==> src/rtl/conv3x3_pkg.sv <==
// Shared types and constants for the 3x3 streaming convolution filter.
// Kernel tables are indexed row*3+col over the window, row 0 = oldest line.
package conv3x3_pkg;

    typedef enum logic [1:0] {
        MODE_IDENTITY = 2'd0,
        MODE_SHARPEN  = 2'd1,
        MODE_GAUSS    = 2'd2,
        MODE_LAPLACE  = 2'd3
    } mode_e;

    typedef logic signed [4:0] coef_t;
    typedef coef_t [8:0] kern_t;

    localparam kern_t K_IDENTITY = '{ 5'sd0,  5'sd0,  5'sd0,
                                      5'sd0,  5'sd1,  5'sd0,
                                      5'sd0,  5'sd0,  5'sd0};
    localparam kern_t K_SHARPEN  = '{ 5'sd0, -5'sd1,  5'sd0,
                                     -5'sd1,  5'sd5, -5'sd1,
                                      5'sd0, -5'sd1,  5'sd0};
    localparam kern_t K_GAUSS    = '{ 5'sd1,  5'sd2,  5'sd1,
                                      5'sd2,  5'sd4,  5'sd2,
                                      5'sd1,  5'sd2,  5'sd1};
    localparam kern_t K_LAPLACE  = '{-5'sd1, -5'sd1, -5'sd1,
                                     -5'sd1,  5'sd8, -5'sd1,
                                     -5'sd1, -5'sd1, -5'sd1};

    localparam int GAUSS_SHIFT = 4;

    function automatic kern_t kernel(input mode_e m);
        case (m)
            MODE_SHARPEN: return K_SHARPEN;
            MODE_GAUSS:   return K_GAUSS;
            MODE_LAPLACE: return K_LAPLACE;
            default:      return K_IDENTITY;
        endcase
    endfunction

endpackage

==> src/rtl/conv3x3_line_buffer.sv <==
// Two chained line memories: row1 returns line r-1, row2 returns line r-2 at the
// same column; each accepted pixel reads both and pushes the column down a line.
module conv3x3_line_buffer #(
    parameter int IMG_W = 256,
    parameter int PIX_W = 8
) (
    input  logic                     clk,
    input  logic                     en,
    input  logic [$clog2(IMG_W)-1:0] addr,
    input  logic [PIX_W-1:0]         din,
    output logic [PIX_W-1:0]         row1,
    output logic [PIX_W-1:0]         row2
);

    logic [PIX_W-1:0] mem1 [IMG_W];
    logic [PIX_W-1:0] mem2 [IMG_W];

    assign row1 = mem1[addr];
    assign row2 = mem2[addr];

    always_ff @(posedge clk) begin
        if (en) begin
            mem1[addr] <= din;
            mem2[addr] <= mem1[addr];
        end
    end

endmodule

==> src/rtl/conv3x3_stream_filter.sv <==
// Raster-stream 3x3 convolution: position counters, window, MAC stage, clamp stage.
// Output is centred one row and one column behind the accepted pixel.
module conv3x3_stream_filter
    import conv3x3_pkg::*;
#(
    parameter int IMG_W = 256,
    parameter int PIX_W = 8
) (
    input  logic             clk,
    input  logic             rst_n,
    input  logic [1:0]       mode,
    input  logic             in_valid,
    input  logic             in_sof,
    input  logic [PIX_W-1:0] in_pixel,
    output logic             out_valid,
    output logic [PIX_W-1:0] out_pixel
);

    localparam int COL_W  = $clog2(IMG_W);
    localparam int ACC_W  = PIX_W + 6;
    localparam int STAGES = 2;
    localparam logic [COL_W-1:0]        COL_LAST = COL_W'(IMG_W - 1);
    localparam logic signed [ACC_W-1:0] PIX_MAX  = ACC_W'((1 << PIX_W) - 1);

    logic [COL_W-1:0]        col, cur_col;
    logic [1:0]              row, cur_row;   // saturates at 2: only r>=2 matters
    logic                    active, produce;
    mode_e                   mode_q, acc_mode;
    logic [STAGES:0]         vld_pipe;
    logic [8:0][PIX_W-1:0]   win;
    logic [PIX_W-1:0]        lb_row1, lb_row2;
    kern_t                   kern;
    logic signed [ACC_W-1:0] sum, acc, scaled;
    logic [PIX_W-1:0]        clamped;

    always_comb begin
        cur_col = in_sof ? '0 : col;
        cur_row = in_sof ? 2'd0 : row;
        produce = in_valid && active && !in_sof && (row == 2'd2) && (col >= COL_W'(2));
    end

    conv3x3_line_buffer #(.IMG_W(IMG_W), .PIX_W(PIX_W)) u_lb (
        .clk  (clk),
        .en   (in_valid),
        .addr (cur_col),
        .din  (in_pixel),
        .row1 (lb_row1),
        .row2 (lb_row2)
    );

    always_ff @(posedge clk) begin
        if (in_valid) begin
            for (int r = 0; r < 3; r++) begin
                win[r*3]   <= win[r*3+1];
                win[r*3+1] <= win[r*3+2];
            end
            win[2] <= lb_row2;
            win[5] <= lb_row1;
            win[8] <= in_pixel;
        end
    end

    // Stage 1: signed multiply-accumulate over the window.
    always_comb begin
        kern = kernel(mode_q);
        sum  = '0;
        for (int i = 0; i < 9; i++)
            sum = sum + ACC_W'($signed({1'b0, win[i]})) * ACC_W'($signed(kern[i]));
    end

    // The mode travels with the sum so a new frame's in_sof cannot rescale it.
    always_ff @(posedge clk) begin
        acc      <= sum;
        acc_mode <= mode_q;
    end

    // Stage 2: scale and clamp.
    always_comb begin
        scaled = (acc_mode == MODE_GAUSS) ? (acc >>> GAUSS_SHIFT) : acc;
        if (scaled[ACC_W-1])
            clamped = '0;
        else if (scaled > PIX_MAX)
            clamped = '1;
        else
            clamped = scaled[PIX_W-1:0];
    end

    always_ff @(posedge clk) begin
        if (!rst_n) begin
            col       <= '0;
            row       <= '0;
            active    <= 1'b0;
            mode_q    <= MODE_IDENTITY;
            vld_pipe  <= '0;
            out_pixel <= '0;
        end else begin
            vld_pipe <= {vld_pipe[STAGES-1:0], produce};
            if (in_valid) begin
                if (in_sof) begin
                    active <= 1'b1;
                    mode_q <= mode_e'(mode);
                end
                col <= (cur_col == COL_LAST) ? '0 : cur_col + COL_W'(1);
                if (cur_col == COL_LAST && cur_row != 2'd2)
                    row <= cur_row + 2'd1;
                else
                    row <= cur_row;
            end
            if (vld_pipe[STAGES-1])
                out_pixel <= clamped;
        end
    end

    assign out_valid = vld_pipe[STAGES];

endmodule

==> config.mk <==
export PLATFORM = sky130hd
export DESIGN_NAME = conv3x3_stream_filter
export DESIGN_NICKNAME = d
export VERILOG_FILES = /design/src/rtl/conv3x3_pkg.sv /design/src/rtl/conv3x3_line_buffer.sv /design/src/rtl/conv3x3_stream_filter.sv
export SDC_FILE = /design/constraint.sdc
export NUM_CORES = 2
export LEC_CHECK = 0
export CORE_MARGIN = 2
export CORE_UTILIZATION = 30
export DETAILED_ROUTE_END_ITERATION = 7
export PLACE_DENSITY_LB_ADDON = 0.25
export REMOVE_ABC_BUFFERS = 1
export SLEW_MARGIN = 20
export SYNTH_ARGS = -nofsm -noshare
export SYNTH_HDL_FRONTEND = slang
export SYNTH_SLANG_ARGS = --single-unit
==> constraint.sdc <==
create_clock -name clk -period 20.4 [get_ports clk]
set_clock_uncertainty 0.05 [all_clocks]
set_input_delay 5.1 -clock clk [delete_from_list [all_inputs] [get_ports clk]]
set_output_delay 5.1 -clock clk [all_outputs]
set_load 0.05 [all_outputs]
---- Word level (Yosys, flattened, before mapping) ----
Memories as Yosys holds them, arrays and structs flattened. A register that Yosys moved wholly into a read port is not among the register bits.
Cells that the tools add are included.
storage, ports and cells
  memories ................................ 2
  output and inout bits ................... 9
  register bits ........................... 104
  word-level logic and storage cells ...... 63
  input port bits ......................... 14
  bits in writable memories ............... 4096
memory list
  memory     depth  width  rd ports  clocked after Yosys merged registers in  write ports  line                       RTL
  u_lb.mem1  256    8      1         0                                        1            conv3x3_line_buffer.sv:15  logic [PIX_W-1:0] mem1 [IMG_W];
  u_lb.mem2  256    8      1         1                                        1            conv3x3_line_buffer.sv:16  logic [PIX_W-1:0] mem2 [IMG_W];
operators by class
  add/sub/neg operators ................... 10
  reduce and logical (&&, ||, !) cells .... 7
  mux-type cells .......................... 10
  multipliers ............................. 9
  eq/ne operators ......................... 7
  order comparisons ....................... 2
operators with widths
  cell                 count
  $pmux 45 s3          1
  $mul 9x5->14         9
  $add 14x14->14       8
  $mux 8               4
  $gt 14x9->1 const B  1
  $mux 13              1
  $add 8x1->8 const B  1
  $eq 2x2->1 const B   4
  $eq 8x8->1 const B   1
  $ge 8x2->1 const B   1
  $logic_and 1x1->1    5
  $mux 2               2
  $add 2x1->2 const B  1
  $eq 2x1->1 const B   1
  $mux 1               2
  $ne 2x2->1 const B   1
  $reduce_and 2->1     1
  $logic_not 1->1      1

---- Longest topological paths before layout ----
  depth in word-level cells ............... 11
  depth in mapped cells ................... 31

---- Cells and area by module ----
Synthesis repeated with hierarchy kept, for this count alone.
unflattened totals
  cell total of the unflattened synthesis .. 8094
  area total of the unflattened synthesis .. 169920.5 um^2
by module, submodules not included
  module                 area each (um^2)  instances  cells an instance
  conv3x3_line_buffer    154981.1          1          6701
  conv3x3_stream_filter  14939.3           1          1393

---- Worst setup path after synthesis ----
No wires, ideal clock.
  kind .................................... in2reg
  start point ............................. input in_sof
  end point ............................... memory u_lb.mem2[0][7], data pin
  required time ........................... 18.106 ns
  slack ................................... 1.163 ns
  arrival time ............................ 16.943 ns
  cell stages on the path ................. 12
  cell sequence ........................... buf_6 > nand2b_1 > buf_6 > inv_4 > buf_2 > clkbuf_1 > nand2_1 > a31oi_1 > nor3_1 > a22oi_1 > nor3_1 > o31ai_1
on the way
  longest elaborated chain between the ends .. 2
ends and longest elaborated chain
  item             line                         RTL
  start, declared  conv3x3_stream_filter.sv:13  input logic in_sof,
  $mux 8           conv3x3_stream_filter.sv:37  cur_col = in_sof ? '0 : col;
  $mem_v2 256x8    -
  end, declared    conv3x3_line_buffer.sv:16
No other way between the ends.

---- Final worst setup path ----
  start point ............................. input in_sof
  end point ............................... memory u_lb.mem2[73][3], data pin
The elaborated chain is that of the path after synthesis.

==> flow_metrics.env <==
export IMPL_crit_required_ns=21.01
export IMPL_drt_total_wl_um=579000
export IMPL_setup_worst_path_start="in_sof"
export IMPL_seq_area_mm2=0.126
export IMPL_drt_vias_per_instance=5.16
export IMPL_numPortBuffers=22
export IMPL_ys_warn_count=0
export IMPL_crit_reg2reg_launch="mode_q[1]"
export IMPL_cts_setup_buffers=0
export IMPL_drt_first_pass_iters=6
export IMPL_drive_above_1_share_pct=13.6
export IMPL_critPathMaxFanout=65
export IMPL_fin_ws_ns=8.91
export IMPL_dieArea_mm2=0.594
export IMPL_clk_latency_ns=1.05
export IMPL_ff2ff_path_depth=26
export IMPL_start_util_pct=30.1
export IMPL_synth_cell_type_count=65
export IMPL_areaGrowthSynthToFinish_pct=14.5
export IMPL_cts_resized=0
export IMPL_worstHoldPathType="flop to flop"
export IMPL_cap_violations=0
export IMPL_min_from="vld_pipe[0]"
export IMPL_grt_pass1_vias=103000
export IMPL_nFillCells=56900
export IMPL_nNetsFinal=13000
export IMPL_synthArstFlopShare_pct=0
export IMPL_timing_final_crit_share_pct=56.3
export IMPL_wire_per_inst_um=28.0
export IMPL_root_buffer="clkbuf_16"
export IMPL_netlist_instances=12300
export IMPL_grt_usage_pct=18.9
export IMPL_numCtsBuffers=442
export IMPL_hold_viol_final=0
export IMPL_core_area_mm2=0.586
export IMPL_synth_edf_count=4168
export IMPL_outcome="finished, final reports clean"
export IMPL_cts_buffer_depth=4
export IMPL_vias=107000
export IMPL_htree_levels=5
export IMPL_drc=0
export IMPL_p_per_area_mw_per_mm2=93.4
export IMPL_min_to="vld_pipe[1]"
export IMPL_antenna_found_initial=42
export IMPL_syn_area_mm2=0.176
export IMPL_final_antenna_net_count=0
export IMPL_yosysSeqAreaShare_pct=71.4
export IMPL_clock_sink_count=4208
export IMPL_fmax_mhz=87.1
export IMPL_setup_viol=0
export IMPL_worstSetupStartpointType="input port"
export IMPL_yosys_most_used_dff="edfxtp_1"
export IMPL_min_path_cells=1
export IMPL_grt_pass1_wl_um=811000
export IMPL_place_hpwl_um=339000
export IMPL_layout_min_cycle_time_ns=11.49
export IMPL_p_leak_nw=66.3
export IMPL_syn_avg_cell_area_um2=14.3
export IMPL_grt_start_max_net_pins=164
export IMPL_ys_ff_latch=4208
export IMPL_ir_drop_mv=0.119
export IMPL_num_rows=281
export IMPL_rrSetupSlack_ns=11.67
export IMPL_worstMarginPinSlew_ns=1.36
export IMPL_die_x_um=771
export IMPL_final_max_slew_violation_count=0
export IMPL_drt_iter0_markers=12100
export IMPL_endpoint_kind="flop"
export IMPL_dieHeight_um=771
export IMPL_path_clk_slew_ns=0.06
export IMPL_pin_count=23
export IMPL_arrival_ns=12.09
export IMPL_worst_setup_path_type="input port to flop"
export IMPL_multiInputGateArea_mm2=0.0462
export IMPL_routabilityCongestion=0.812
export IMPL_gr_total_overflow=0
export IMPL_r2r_end="acc[13]"
export IMPL_tritoncts="built"
export IMPL_finalSetupTns_ns=0
export IMPL_rsz0062_at_grt="false"
export IMPL_cts_hold_buf=0
export IMPL_pre_cts_slack_ns=8.04
export IMPL_timing_slew_headroom_pct=9.41
==> power by group <==
group / internal, mW / leakage (nW) / switching [mW]
combinational: 0.490 / 21.8 / 0.960
sequential: 9.61 / 37.9 / 0.0329
clock: 4.31 / 6.63 / 3.46
total: 14.4 / 66.3 / 4.46
==> cell type report <==
cell class	count	share of cell area, %
Multi-Input combinational cell	6910	22.9
Inverter	397	0.750
Sequential cell	4208	62.4
Antenna cell	10	0.0124
Timing Repair Buffer	601	2.45
Tap cell	7782	4.82
Clock buffer	568	5.75
Clock inverter	236	1.00
==> worst max-delay path by stage <==
stage	to	cells past startpoint	slack (ns)
CTS	u_lb.mem2[73][3]	15	9.08
floorplan	u_lb.mem2[0][7]	8	-122.07
global placement	u_lb.mem2[201][2]	14	7.43
global route	u_lb.mem2[67][3]	15	8.74
finish	u_lb.mem2[73][3]	15	8.91
detailed placement	u_lb.mem2[78][3]	15	8.04
==> placed cells by master, fill, tap and decap left out, drive strengths merged, types with 40 or more instances in the layout <==
master	count
buf	589
nor2b	343
ha	152
a211oi	303
nor2	328
nor4	120
o22ai	41
clkinv	189
a31oi	730
nand3	280
inv	413
mux2	462
mux2i	285
dfxtp	40
clkbuf	568
edfxtp	4168
a21oi	154
and2	73
fa	311
o21ai	483
nand2	2381
a311oi	283
==> per-layer routing <==
layer | share of wire [%] | GRT usage [%]
met4 | 2.9 | 5.22
met3 | 7.5 | 3.22
met1 | 44 | 27.0
met5 | 0.0047 | 0
met2 | 46 | 29.8
==> synth_stat cells, types with 20 or more instances <==
cell type	n	area, um2
a311oi_1	283	2480
mux2_2	441	4970
dfxtp_1	40	801
inv_1	394	1480
and2_1	72	450
nor4_1	120	751
mux2i_1	285	2850
o22ai_1	41	257
edfxtp_1	4168	125000
buf_2	409	2050
nand2b_1	37	231
mux2_1	21	236
o21ai_1	27	135
a31oi_1	730	4570
nand4_1	20	125
a211oi_1	303	2270
o21ai_0	456	2280
o41ai_1	35	307
nand3_1	280	1400
nor2_1	328	1230
nor2b_1	343	2150
fa_1	311	6230
nand2_1	2381	8940
a21oi_1	154	771
buf_1	76	285
ha_1	152	1900
xnor2_1	20	175
clkbuf_1	302	1130
==> registers in the layout, indices dropped and copies added, names as in the netlist <==
register and flops:
active 1, u_lb.mem2 2048, win 72, mode_q 2, out_pixel 8, vld_pipe 3
row 2, u_lb.mem1 2048, acc 14, col 8, acc_mode 2
==> per-stage QoR <==
step / cell area, um2 / instances / hold WS [ns] / total power [mW] / util (%)
2_1_floorplan: 173000 / 11500 / 0.334 / 11.2 / -
3_3_place_gp: 188000 / 19900 / 0.381 / 11.3 / 32.1
3_5_place_dp: 188000 / 19900 / 0.374 / 11.3 / 32.1
4_1_cts: 202000 / 20700 / 0.389 / 19.0 / 34.5
5_1_grt: 202000 / 20700 / 0.416 / 19.5 / 34.5
6_report: 202000 / 20700 / 0.384 / 18.9 / 34.5
==> cells by family after synthesis <==
family / synth area share [%]
buffers and inverters: 2.94
AO/OA/AOI/OAI: 7.54
AND/OR/NAND/NOR: 8.78
multiplexers: 4.62
adder cells (fa/ha/maj): 4.61
XOR/XNOR: 0.134
flip-flops: 71.4
==> critical path, cell delays in order <==
cell and delay [ns]:
buf_2 0.08, buf_4 0.40, nand2b_4 0.56, buf_4 0.75, buf_4 0.47, buf_4 0.54
buf_4 0.53, nand2_1 0.11, a311oi_1 0.30, a31oi_1 0.09, a21oi_1 0.55, o21ai_0 0.46
nand4_1 0.43, buf_4 0.64, buf_4 0.74
No activity file was read; power rests on OpenSTA's default activity.
